File: src/rtl/sd_spi_pkg.sv
// sd_spi_pkg: shared byte width and FSM state type for the SD SPI responder.
package sd_spi_pkg;
    localparam int BYTE_W = 8;
    typedef enum logic {IDLE, ACTIVE} state_t;
endpackage

File: src/rtl/sd_spi_responder_if.sv
// sd_spi_responder_if: SPI pins plus byte-level tx/rx handshake of the responder.
interface sd_spi_responder_if;
    import sd_spi_pkg::*;
    logic              sclk;
    logic              cs_n;
    logic              mosi;
    logic              miso;
    logic [BYTE_W-1:0] tx_data;
    logic              tx_valid;
    logic              tx_ack;
    logic [BYTE_W-1:0] rx_data;
    logic              rx_valid;
    modport slave (input sclk, cs_n, mosi, tx_data, tx_valid, output miso, tx_ack, rx_data, rx_valid);
    modport master (output sclk, cs_n, mosi, tx_data, tx_valid, input miso, tx_ack, rx_data, rx_valid);
endinterface

File: src/rtl/spi_edge_sync.sv
// spi_edge_sync: 2-flop synchronizer plus one history flop for rise/fall detection.
module spi_edge_sync #(
    parameter logic RST_VAL = 1'b0
) (
    input  logic clk,
    input  logic n_rst,
    input  logic d,
    output logic q,
    output logic rise,
    output logic fall
);
    logic [2:0] sr;
    always_ff @(posedge clk or negedge n_rst)
        if (!n_rst) sr <= {3{RST_VAL}};
        else        sr <= {sr[1:0], d};
    assign q    = sr[1];
    assign rise = sr[1] & ~sr[2];
    assign fall = ~sr[1] & sr[2];
endmodule

File: src/rtl/sd_spi_responder.sv
// sd_spi_responder: SPI mode-0 byte responder clocked entirely from the system clock.
module sd_spi_responder
    import sd_spi_pkg::*;
#(
    parameter logic [BYTE_W-1:0] FILL_BYTE = 8'hFF
) (
    input logic                clk,
    input logic                n_rst,
    sd_spi_responder_if.slave  bus
);
    state_t            state, state_nx;
    logic              cs_s, mosi_s, sclk_rise, sclk_fall;
    logic              sclk_unused_q, cs_unused_rise, cs_unused_fall, mosi_unused_rise, mosi_unused_fall;
    logic [2:0]        cnt;
    logic              load_pending, tx_ack, rx_valid;
    logic [BYTE_W-1:0] tx_sr, rx_data;
    logic [BYTE_W-2:0] rx_sr;
    logic              act, rise_act, fall_act, load, leave, wrap;

    spi_edge_sync #(.RST_VAL(1'b0)) u_sclk (.clk(clk), .n_rst(n_rst), .d(bus.sclk), .q(sclk_unused_q), .rise(sclk_rise), .fall(sclk_fall));
    spi_edge_sync #(.RST_VAL(1'b1)) u_cs   (.clk(clk), .n_rst(n_rst), .d(bus.cs_n), .q(cs_s), .rise(cs_unused_rise), .fall(cs_unused_fall));
    spi_edge_sync #(.RST_VAL(1'b1)) u_mosi (.clk(clk), .n_rst(n_rst), .d(bus.mosi), .q(mosi_s), .rise(mosi_unused_rise), .fall(mosi_unused_fall));

    always_ff @(posedge clk or negedge n_rst)
        if (!n_rst) state <= IDLE;
        else        state <= state_nx;

    always_comb state_nx = cs_s ? IDLE : ACTIVE;

    // Deselect wins over any sclk edge seen in the same cycle.
    always_comb begin
        act      = state == ACTIVE && !cs_s;
        leave    = state == ACTIVE && cs_s;
        rise_act = act && sclk_rise;
        fall_act = act && sclk_fall;
        wrap     = rise_act && cnt == 3'd7;
        load     = (state == IDLE && !cs_s) || (fall_act && load_pending);
    end

    always_ff @(posedge clk or negedge n_rst)
        if (!n_rst) begin
            tx_sr        <= '1;
            rx_sr        <= '1;
            rx_data      <= '0;
            cnt          <= '0;
            load_pending <= 1'b0;
            tx_ack       <= 1'b0;
            rx_valid     <= 1'b0;
        end else begin
            tx_ack   <= load && bus.tx_valid;
            rx_valid <= wrap;
            if (load)          tx_sr <= bus.tx_valid ? bus.tx_data : FILL_BYTE;
            else if (fall_act) tx_sr <= {tx_sr[BYTE_W-2:0], 1'b1};
            if (rise_act)      rx_sr <= {rx_sr[BYTE_W-3:0], mosi_s};
            if (wrap)          rx_data <= {rx_sr, mosi_s};
            if (leave)         cnt <= '0;
            else if (rise_act) cnt <= cnt + 3'd1;
            if (leave || fall_act) load_pending <= 1'b0;
            else if (wrap)         load_pending <= 1'b1;
        end

    assign bus.miso     = state == ACTIVE ? tx_sr[BYTE_W-1] : 1'b1;
    assign bus.tx_ack   = tx_ack;
    assign bus.rx_data  = rx_data;
    assign bus.rx_valid = rx_valid;
endmodule

File: src/flat_wrapper.sv
// flat-port wrapper written by rule: the top's interface ports become plain ports
module sd_spi_responder_flat import sd_spi_pkg::*;
#(
    parameter logic [BYTE_W-1:0] FILL_BYTE = 8'hFF
)
  (clk, n_rst, bus_sclk, bus_cs_n, bus_mosi, bus_tx_data, bus_tx_valid, bus_miso, bus_tx_ack, bus_rx_data, bus_rx_valid);
  sd_spi_responder_if bus_i ();
  input logic clk;
  input logic n_rst;
  input wire logic [$bits(bus_i.sclk)-1:0] bus_sclk;
  input wire logic [$bits(bus_i.cs_n)-1:0] bus_cs_n;
  input wire logic [$bits(bus_i.mosi)-1:0] bus_mosi;
  input wire logic [$bits(bus_i.tx_data)-1:0] bus_tx_data;
  input wire logic [$bits(bus_i.tx_valid)-1:0] bus_tx_valid;
  output wire logic [$bits(bus_i.miso)-1:0] bus_miso;
  output wire logic [$bits(bus_i.tx_ack)-1:0] bus_tx_ack;
  output wire logic [$bits(bus_i.rx_data)-1:0] bus_rx_data;
  output wire logic [$bits(bus_i.rx_valid)-1:0] bus_rx_valid;
  assign bus_i.sclk = bus_sclk;
  assign bus_i.cs_n = bus_cs_n;
  assign bus_i.mosi = bus_mosi;
  assign bus_i.tx_data = bus_tx_data;
  assign bus_i.tx_valid = bus_tx_valid;
  assign bus_miso = bus_i.miso;
  assign bus_tx_ack = bus_i.tx_ack;
  assign bus_rx_data = bus_i.rx_data;
  assign bus_rx_valid = bus_i.rx_valid;
  sd_spi_responder #(.FILL_BYTE(FILL_BYTE)) u_core (.clk(clk), .n_rst(n_rst), .bus(bus_i));
endmodule
File: config.mk
export PLATFORM = sky130hd
export DESIGN_NAME = sd_spi_responder_flat
export DESIGN_NICKNAME = d
export VERILOG_FILES = /design/src/rtl/sd_spi_pkg.sv /design/src/rtl/sd_spi_responder_if.sv /design/src/rtl/spi_edge_sync.sv /design/src/rtl/sd_spi_responder.sv /design/src/flat_wrapper.sv
export SDC_FILE = /design/constraint.sdc
export NUM_CORES = 1
export LEC_CHECK = 0
export ABC_AREA = 1
export CELL_PAD_IN_SITES_DETAIL_PLACEMENT = 1
export CELL_PAD_IN_SITES_GLOBAL_PLACEMENT = 1
export CORE_MARGIN = 1.5
export CORE_UTILIZATION = 40
export DETAILED_ROUTE_END_ITERATION = 10
export PLACE_DENSITY = 0.86
export SLEW_MARGIN = 0
export SYNTH_ARGS = -nofsm -noshare
export SYNTH_HDL_FRONTEND = slang
export SYNTH_SLANG_ARGS = --single-unit
File: constraint.sdc
create_clock -name clk -period 1.6 [get_ports clk]
set_input_delay 0.32 -clock clk [delete_from_list [all_inputs] [get_ports clk]]
set_output_delay 0.32 -clock clk [all_outputs]
set_load 0.03 [all_outputs]
# Word level (Yosys, flattened, before mapping)

Index checks and enable logic that the tools add are counted.
Widths: inputs -> output; s select.

$add $sub $neg: 1
Eq/ne operators: 1
Multiplexer cells: 9
Bitwise operators: 5
Reductions and logical operators: 14

Operators with widths:

| operator            | number |
|---|---|
| $mux 8              | 3 |
| $logic_and 1x1->1   | 8 |
| $mux 3              | 2 |
| $reduce_bool 2->1   | 3 |
| $mux 1              | 4 |
| $add 3x1->3 const B | 1 |
| $eq 3x3->1 const B  | 1 |
| $not 1->1           | 3 |
| $and 1x1->1         | 2 |
| $logic_or 1x1->1    | 2 |
| $logic_not 1->1     | 1 |

Bits in registers: 37
Output and inout bits: 11

# Depth between registers and ports, before layout

Gate-level depths: netlist (run 1).

Depth after elaboration: 6
Gate-level depth with buffers: 7
Gate-level depth less buffers: 7

# Hierarchy

From an unflattened synthesis (run 1), not the netlist that was laid out.

Cell total of the unflattened synthesis: 176
Area total of the unflattened synthesis: 1717.9 µm²

Modules (own cells, without submodules):

| module                          | instances | cells an instance | area each (µm²) | sequential area each (µm²) |
|---|---|---|---|---|
| sd_spi_responder                | 1         | 155               | 1440.1          | 769.5 |
| spi_edge_sync (u_core.u_cs ...) | 2         | 7                 | 93.8            | 78.8 |
| spi_edge_sync (u_core.u_sclk)   | 1         | 7                 | 90.1            | 75.1 |

# Worst setup path before layout (run 1)

No wires, ideal clock.

Kind: reg-to-reg
From: reg u_core.u_cs.sr[1]
To: reg u_core.cnt[0]
Library setup time: 127 ps
Data arrival time: 1045 ps
Data required time: 1473 ps
Setup slack: 428 ps
Cell stages (with the launch flop): 7
Buffers on the path: 1
Cells stage by stage: dfstp_2 -> inv_1 -> nand2_2 -> inv_1 -> nand3_2 -> buf_2 -> o21ai_0

Cells in the longest elaborated chain, start to end: 4
Elaborated cells between the ends (all ways): 6

Ends and longest elaborated chain:

| item                               | RTL line               | text |
|---|---|---|
| from (decl)                        | spi_edge_sync.sv:12    | `logic [2:0] sr;` |
| from (signal assigned)             | spi_edge_sync.sv:14    | `if (!n_rst) sr <= {3{RST_VAL}};` |
| from (signal assigned)             | spi_edge_sync.sv:15    | `else sr <= {sr[1:0], d};` |
| $logic_not 1->1                    | sd_spi_responder.sv:32 | `act = state == ACTIVE && !cs_s;` |
| $logic_and 1x1->1                  | sd_spi_responder.sv:32 |  |
| $logic_and 1x1->1                  | sd_spi_responder.sv:34 | `rise_act = act && sclk_rise;` |
| $reduce_bool 2->1 (no source line) | n/a                    |  |
| to (signal assigned)               | sd_spi_responder.sv:57 | `else if (rise_act) cnt <= cnt + 3'd1;` |
| to (decl)                          | sd_spi_responder.sv:14 | `logic [2:0] cnt;` |

Parallel ways exist; a longest one is shown, timed or not.
A chain may end at the register's enable or synchronous reset.

# Worst setup path after layout (run 1)

From: reg u_core.state
To: out bus_miso

Cells in the longest elaborated chain, start to end: 1

Ends and longest elaborated chain:

| item                   | RTL line               | text |
|---|---|---|
| from (decl)            | sd_spi_responder.sv:11 | `state_t state, state_nx;` |
| from (signal assigned) | sd_spi_responder.sv:26 | `else state <= state_nx;` |
| $mux 1                 | sd_spi_responder.sv:62 | `assign bus.miso = state == ACTIVE ? tx_sr[BYTE_W-1] : 1'b1;` |
| to (decl)              | flat_wrapper.sv:15     | `output wire logic [$bits(bus_i.miso)-1:0] bus_miso;` |

No other way between the ends.

==> results.py, run 1 <==
metrics = {
    "outcome": {
        "outcome": "finished, final reports clean",
    },
    "finish": {
        "num_antenna_cells": 0,
        "regArea_um2": 950,
        "final_common_cell": "nand2_1",
        "drive_gt1_frac": 0.263,
        "nets": 209,
        "fillers": 423,
        "multi_input_area_um2": 554,
        "final_cell_mix": "nand2_1, nand3_1, dfstp_2",
        "areaGrowthSynthToFinish_pct": 27.3,
    },
    "sta": {
        "fin_crit_sh": 0.914,
        "fin_skew_ps": 6.43,
        "setup_viol_count_final": 0,
        "final-max-slew-violation-count": 0,
        "finalHoldViolations": 0,
        "tns_ps": 0,
        "period_minus_slack_ps": 1460,
        "tightest_slew_ps": 376,
        "fmax_ghz": 0.684,
        "slew_headroom": 0.749,
        "rsz0062_at_grt": "no",
        "fin_ws_ps": 138,
    },
    "worst_setup_path": {
        "worstPathArrival_ps": 1140,
        "reg2reg_slack_ps": 210,
        "regToRegEndpoint": "u_core.bus.rx_data[5]",
        "worstPathMaxFanout": 2,
        "r2r-start": "u_core.cnt[0]",
        "crit_path_start_kind": "register",
        "reg2reg_depth": 6,
        "critPathKind": "register to output port",
        "end_kind": "output port",
        "worstPathRequired_ps": 1280,
    },
    "logic_synthesis": {
        "yosys.area.top_type": "dfstp_2",
        "syn_nets": 175,
        "synth_area_mm2": 0.00155,
        "avgSynthCellArea_um2": 9.76,
        "synth_top_area_share": 0.322,
        "synth-seq-cells": 37,
        "syn_inst": 159,
        "yosys_warnings": 0,
        "ys_types": 19,
        "synth_seq_area_share": 0.612,
        "synth.top_cells.by_area": "dfstp_2, dfrtp_1, nand2_1",
    },
    "grt": {
        "grt_pass1_wl_um": 6080,
        "grtUsageTotal": 0.191,
        "grt_max_degree": 38,
        "grt.overflow.total": 0,
        "first_global_vias": 1300,
        "antenna_found_initial": 0,
    },
    "route": {
        "wl_um": 3480,
        "wl_per_cell_um": 14.4,
        "drc": 0,
        "via_per_inst": 5.05,
        "ant_nets": 0,
        "drt_iter0_markers": 45,
        "num_vias": 1222,
        "drtPass1Iterations": 6,
    },
    "floorplan": {
        "dieArea_mm2": 0.00426,
        "die_x_um": 65.3,
        "placementRows": 22,
        "initial_utilization": 0.421,
        "die_y_um": 65.3,
        "fp.coreArea_mm2": 0.00369,
        "ioPinCount": 25,
    },
    "clock_network": {
        "cts_buffer_depth": 2,
        "htreeDepth": 2,
        "clock_sinks": 37,
        "clkTransAtPathRegs_ps": 70,
        "postCtsSetupBuffers": 0,
        "numCtsBuffers": 5,
        "insertion_delay_ps": 290,
        "tritoncts": "built",
        "cts.root.buffer_cell": "clkbuf_8",
    },
    "hold_path": {
        "holdCritStartpoint": "u_core.u_sclk.sr[0]",
        "min_to": "u_core.u_sclk.sr[1]",
        "holdPathStages": 0,
        "hp-class": "register to register",
    },
    "power_and_ir_drop": {
        "leakagePower_nw": 0.993,
        "ir_worst_vdd_v": 0.000519,
        "p_per_area_mw_per_mm2": 1030,
    },
    "placement": {
        "gp_congestion": 0.806,
        "port_buffers": 24,
        "dp_hpwl_um": 2490,
        "dp_slack_ps": 17.6,
    },
    "job": {
        "drv_cap": 0,
    },
}
[per-stage QoR]
step | utilization | hold slack (ps) | instances | total power, mW | area [µm²]
detailed placement | 0.513 | 336 | 234 | 1.34 | 1890
global placement | 0.513 | 334 | 234 | 1.32 | 1890
global route | 0.536 | 362 | 242 | 2.12 | 1980
floorplan | - | 24.4 | 159 | 1.23 | 1550
CTS | 0.537 | 346 | 242 | 2.05 | 1980
finish | 0.536 | 345 | 242 | 2.03 | 1980
[worst max-delay path: stages, from the launching register on]
cell     delay, ps
dfrtp_1        360
inv_1           60
or2_2          260
buf_2          180
[cells by family (layout without fill, tap and decap cells)]
family          Yosys count  in the layout  share of synthesized area
compound gates            4              4                     0.0153
buf+inv                  12             47                     0.0306
flops                    37             37                      0.612
simple gates            104            104                      0.326
fa+ha+maj                 2              2                     0.0161
[timing repair]
| action | 4_1_cts | 5_1_grt |
|---|---|---|
| setup endpoints to repair | 11 | 1 |
| hold buffers | 0 | 0 |
| pin swaps | 0 | 0 |
| gates resized for setup | 13 | 2 |
[worst max-delay path by stage]
stage	depth (start not counted)	start	slack [ps]	to
3_3_place_gp	2	u_core.tx_sr[7]	30	bus_miso
4_1_cts	3	u_core.state	10	bus_miso
5_1_grt	3	u_core.state	90	bus_miso
6_report	3	u_core.state	140	bus_miso
3_5_place_dp	2	u_core.tx_sr[7]	20	bus_miso
2_1_floorplan	6	u_core.u_cs.sr[1]	430	u_core.cnt[0]
[routing by layer]
metal  wire [µm]  share of wire  vias to the layer above  track usage
li1            -              -                      588            -
met1        1460           0.42                      600        0.214
met2        1800           0.52                       28        0.334
met3         170          0.049                        6       0.0616
met4          47          0.013                        0       0.0755
met5           0              0                        -            0
[where the power goes]
| part | switching, mW | internal, mW |
|---|---|---|
| Clock | 0.323 | 0.389 |
| Sequential | 0.0520 | 1.06 |
| Combinational | 0.113 | 0.0907 |
[state kept, by name, indices dropped and copies added, names as in the netlist]
signal and count:
u_core.rx_sr 7, u_core.load_pending 1, u_core.u_cs.sr 2, u_core.u_mosi.sr 2, u_core.bus.tx_ack 1, u_core.u_sclk.sr 3
u_core.bus.rx_valid 1, u_core.cnt 3, u_core.state 1, u_core.tx_sr 8, u_core.bus.rx_data 8
[synthesized netlist by cell type (all sizes together)]
cell type  instances
nand4              7
nor2               4
a21oi              1
nand3             28
buf                2
inv               10
nand2             56
nor3               1
or2                8
dfrtp             18
ha                 2
o21ai              3
dfstp             19
[final cells by class]
class	instances	share of cell area
clock buffer	7	0.0488
sequential	37	0.481
tap	48	0.0304
timing repair buffer	29	0.138
clock inverter	1	0.00253
inverter	10	0.0190
multi-input combinational	110	0.281
(Power assumes the default switching activity.)
==> run 2, diff against run 1 <==
- SKIP_LAST_GASP: unset -> 1
==> run 2 against run 1 <==
Utilization stayed put. Cell count stayed put. Wire length hardly changed. Maximum frequency is 0.46% lower. Critical path type unchanged. Largest cell class unchanged. Largest power group unchanged. Highest routed layer unchanged.
==> results.py, run 2 (synthesis gave the netlist of run 1 again) <==
metrics = {
    "finish": {
        "fillers": 423,
        "areaGrowthSynthToFinish_pct": 27.3,
        "multi_input_area_um2": 554,
        "final_cell_mix": "nand2_1, nand3_1, dfstp_2",
        "top_regs": "u_core.bus.rx_data: 8 flops, u_core.tx_sr: 8 flops, u_core.rx_sr: 7 flops",
        "regArea_um2": 950,
        "num_antenna_cells": 0,
        "drive_gt1_frac": 0.263,
        "nets": 209,
        "fin_util": 0.536,
        "final_common_cell": "nand2_1",
        "fin_area_mm2": 0.00198,
    },
    "route": {
        "ant_nets": 0,
        "drt_iter0_markers": 45,
        "drc": 0,
        "drtPass1Iterations": 6,
        "via_per_inst": 5.05,
        "wl_um": 3480,
        "wl_per_cell_um": 14.4,
        "num_vias": 1222,
    },
    "sta": {
        "holdWs_ps": 345,
        "slew_headroom": 0.749,
        "fmax_ghz": 0.681,
        "period_minus_slack_ps": 1470,
        "fin_skew_ps": 6.43,
        "fin_crit_sh": 0.918,
        "tns_ps": 0,
        "tightest_slew_ps": 376,
        "setup_viol_count_final": 0,
        "final-max-slew-violation-count": 0,
        "rsz0062_at_grt": "no",
        "finalHoldViolations": 0,
    },
    "placement": {
        "port_buffers": 24,
        "dp_hpwl_um": 2490,
        "gp_congestion": 0.806,
        "post_dp_cell_area_mm2": 0.00189,
    },
    "clock_network": {
        "clock_sinks": 37,
        "numCtsBuffers": 5,
        "hold_buffers": 0,
        "ctsResizeCount": 11,
        "cts_buffer_depth": 2,
        "insertion_delay_ps": 290,
        "htreeDepth": 2,
        "tritoncts": "built",
        "cts.root.buffer_cell": "clkbuf_8",
        "postCtsSetupBuffers": 0,
        "clkTransAtPathRegs_ps": 70,
    },
    "grt": {
        "first_global_vias": 1300,
        "grtUsageTotal": 0.191,
        "grt.overflow.total": 0,
        "antenna_found_initial": 0,
        "grt_max_degree": 38,
        "grt_pass1_wl_um": 6080,
    },
    "worst_setup_path": {
        "worstPathArrival_ps": 1150,
        "critPathKind": "register to output port",
        "crit_path_start_kind": "register",
        "reg2reg_slack_ps": 210,
        "end_kind": "output port",
        "worstPathRequired_ps": 1280,
        "worstPathMaxFanout": 2,
    },
    "job": {
        "drv_cap": 0,
    },
    "floorplan": {
        "placementRows": 22,
        "fp.coreArea_mm2": 0.00369,
        "dieArea_mm2": 0.00426,
        "die_x_um": 65.3,
        "die_y_um": 65.3,
        "initial_utilization": 0.421,
        "ioPinCount": 25,
    },
    "power_and_ir_drop": {
        "p_per_area_mw_per_mm2": 1030,
        "leakagePower_nw": 0.993,
        "ir_worst_vdd_v": 0.000519,
        "power_mw": 2.03,
    },
    "hold_path": {
        "hp-class": "register to register",
    },
    "outcome": {
        "outcome": "finished, final reports clean",
    },
}
-- run 2: cell types whose count changed in the layout (fill, tap and decap cells not counted) --
cell and delta:
buf_2 -1, clkbuf_2 +1
-- run 2: final timing paths --
check                                             end           startpoint  cells past startpoint
max in group asynchronous             u_core.rx_sr[2]                n_rst                      2
worst min-delay path              u_core.u_sclk.sr[1]  u_core.u_sclk.sr[0]                      0
worst min register to register    u_core.u_sclk.sr[1]  u_core.u_sclk.sr[0]                      0
worst max-delay path                         bus_miso         u_core.state                      3
worst max register to register  u_core.bus.rx_data[5]        u_core.cnt[0]                      6
min in group asynchronous                u_core.state                n_rst                      2
-- run 2: metal layers --
metal / wire (µm) / vias to the layer above / track usage
li1: - / 588 / -
met1: 1460 / 600 / 0.214
met2: 1800 / 28 / 0.334
met3: 169 / 6 / 0.0616
met4: 47 / 0 / 0.0755
met5: 0 / - / 0
-- run 2: cell type report --
| type | instances | area share |
|---|---|---|
| inverter | 10 | 0.0190 |
| sequential | 37 | 0.481 |
| clock inverter | 1 | 0.00253 |
| tap | 48 | 0.0304 |
| multi-input combinational | 110 | 0.281 |
| timing repair buffer | 29 | 0.138 |
| clock buffer | 7 | 0.0488 |
-- run 2: power breakdown --
| part | leakage (nW) | switching [mW] | internal (mW) | total [mW] |
|---|---|---|---|---|
| logic | 0.499 | 0.113 | 0.0906 | 0.204 |
| clock network | 0.0542 | 0.323 | 0.389 | 0.712 |
| registers | 0.440 | 0.0520 | 1.06 | 1.11 |
-- run 2: per-stage QoR --
stage | worst slack [ps] | cells
floorplan | 428 | 159
global placement | 32.5 | 234
detailed placement | 17.6 | 234
CTS | -57.2 | 242
global route | 77.5 | 242
finish | 131 | 242
-- run 2: critical path, cell delays in order, from the launching register on --
cell      delay [ps]
dfrtp_1          360
inv_1             60
or2_2            270
clkbuf_2         180
==> run 3, diff against run 2 <==
- HOLD_SLACK_MARGIN: unset -> 0.02
==> results of run 3 <==
The final DEF is identical to that of run 2; final timing and power are the same.
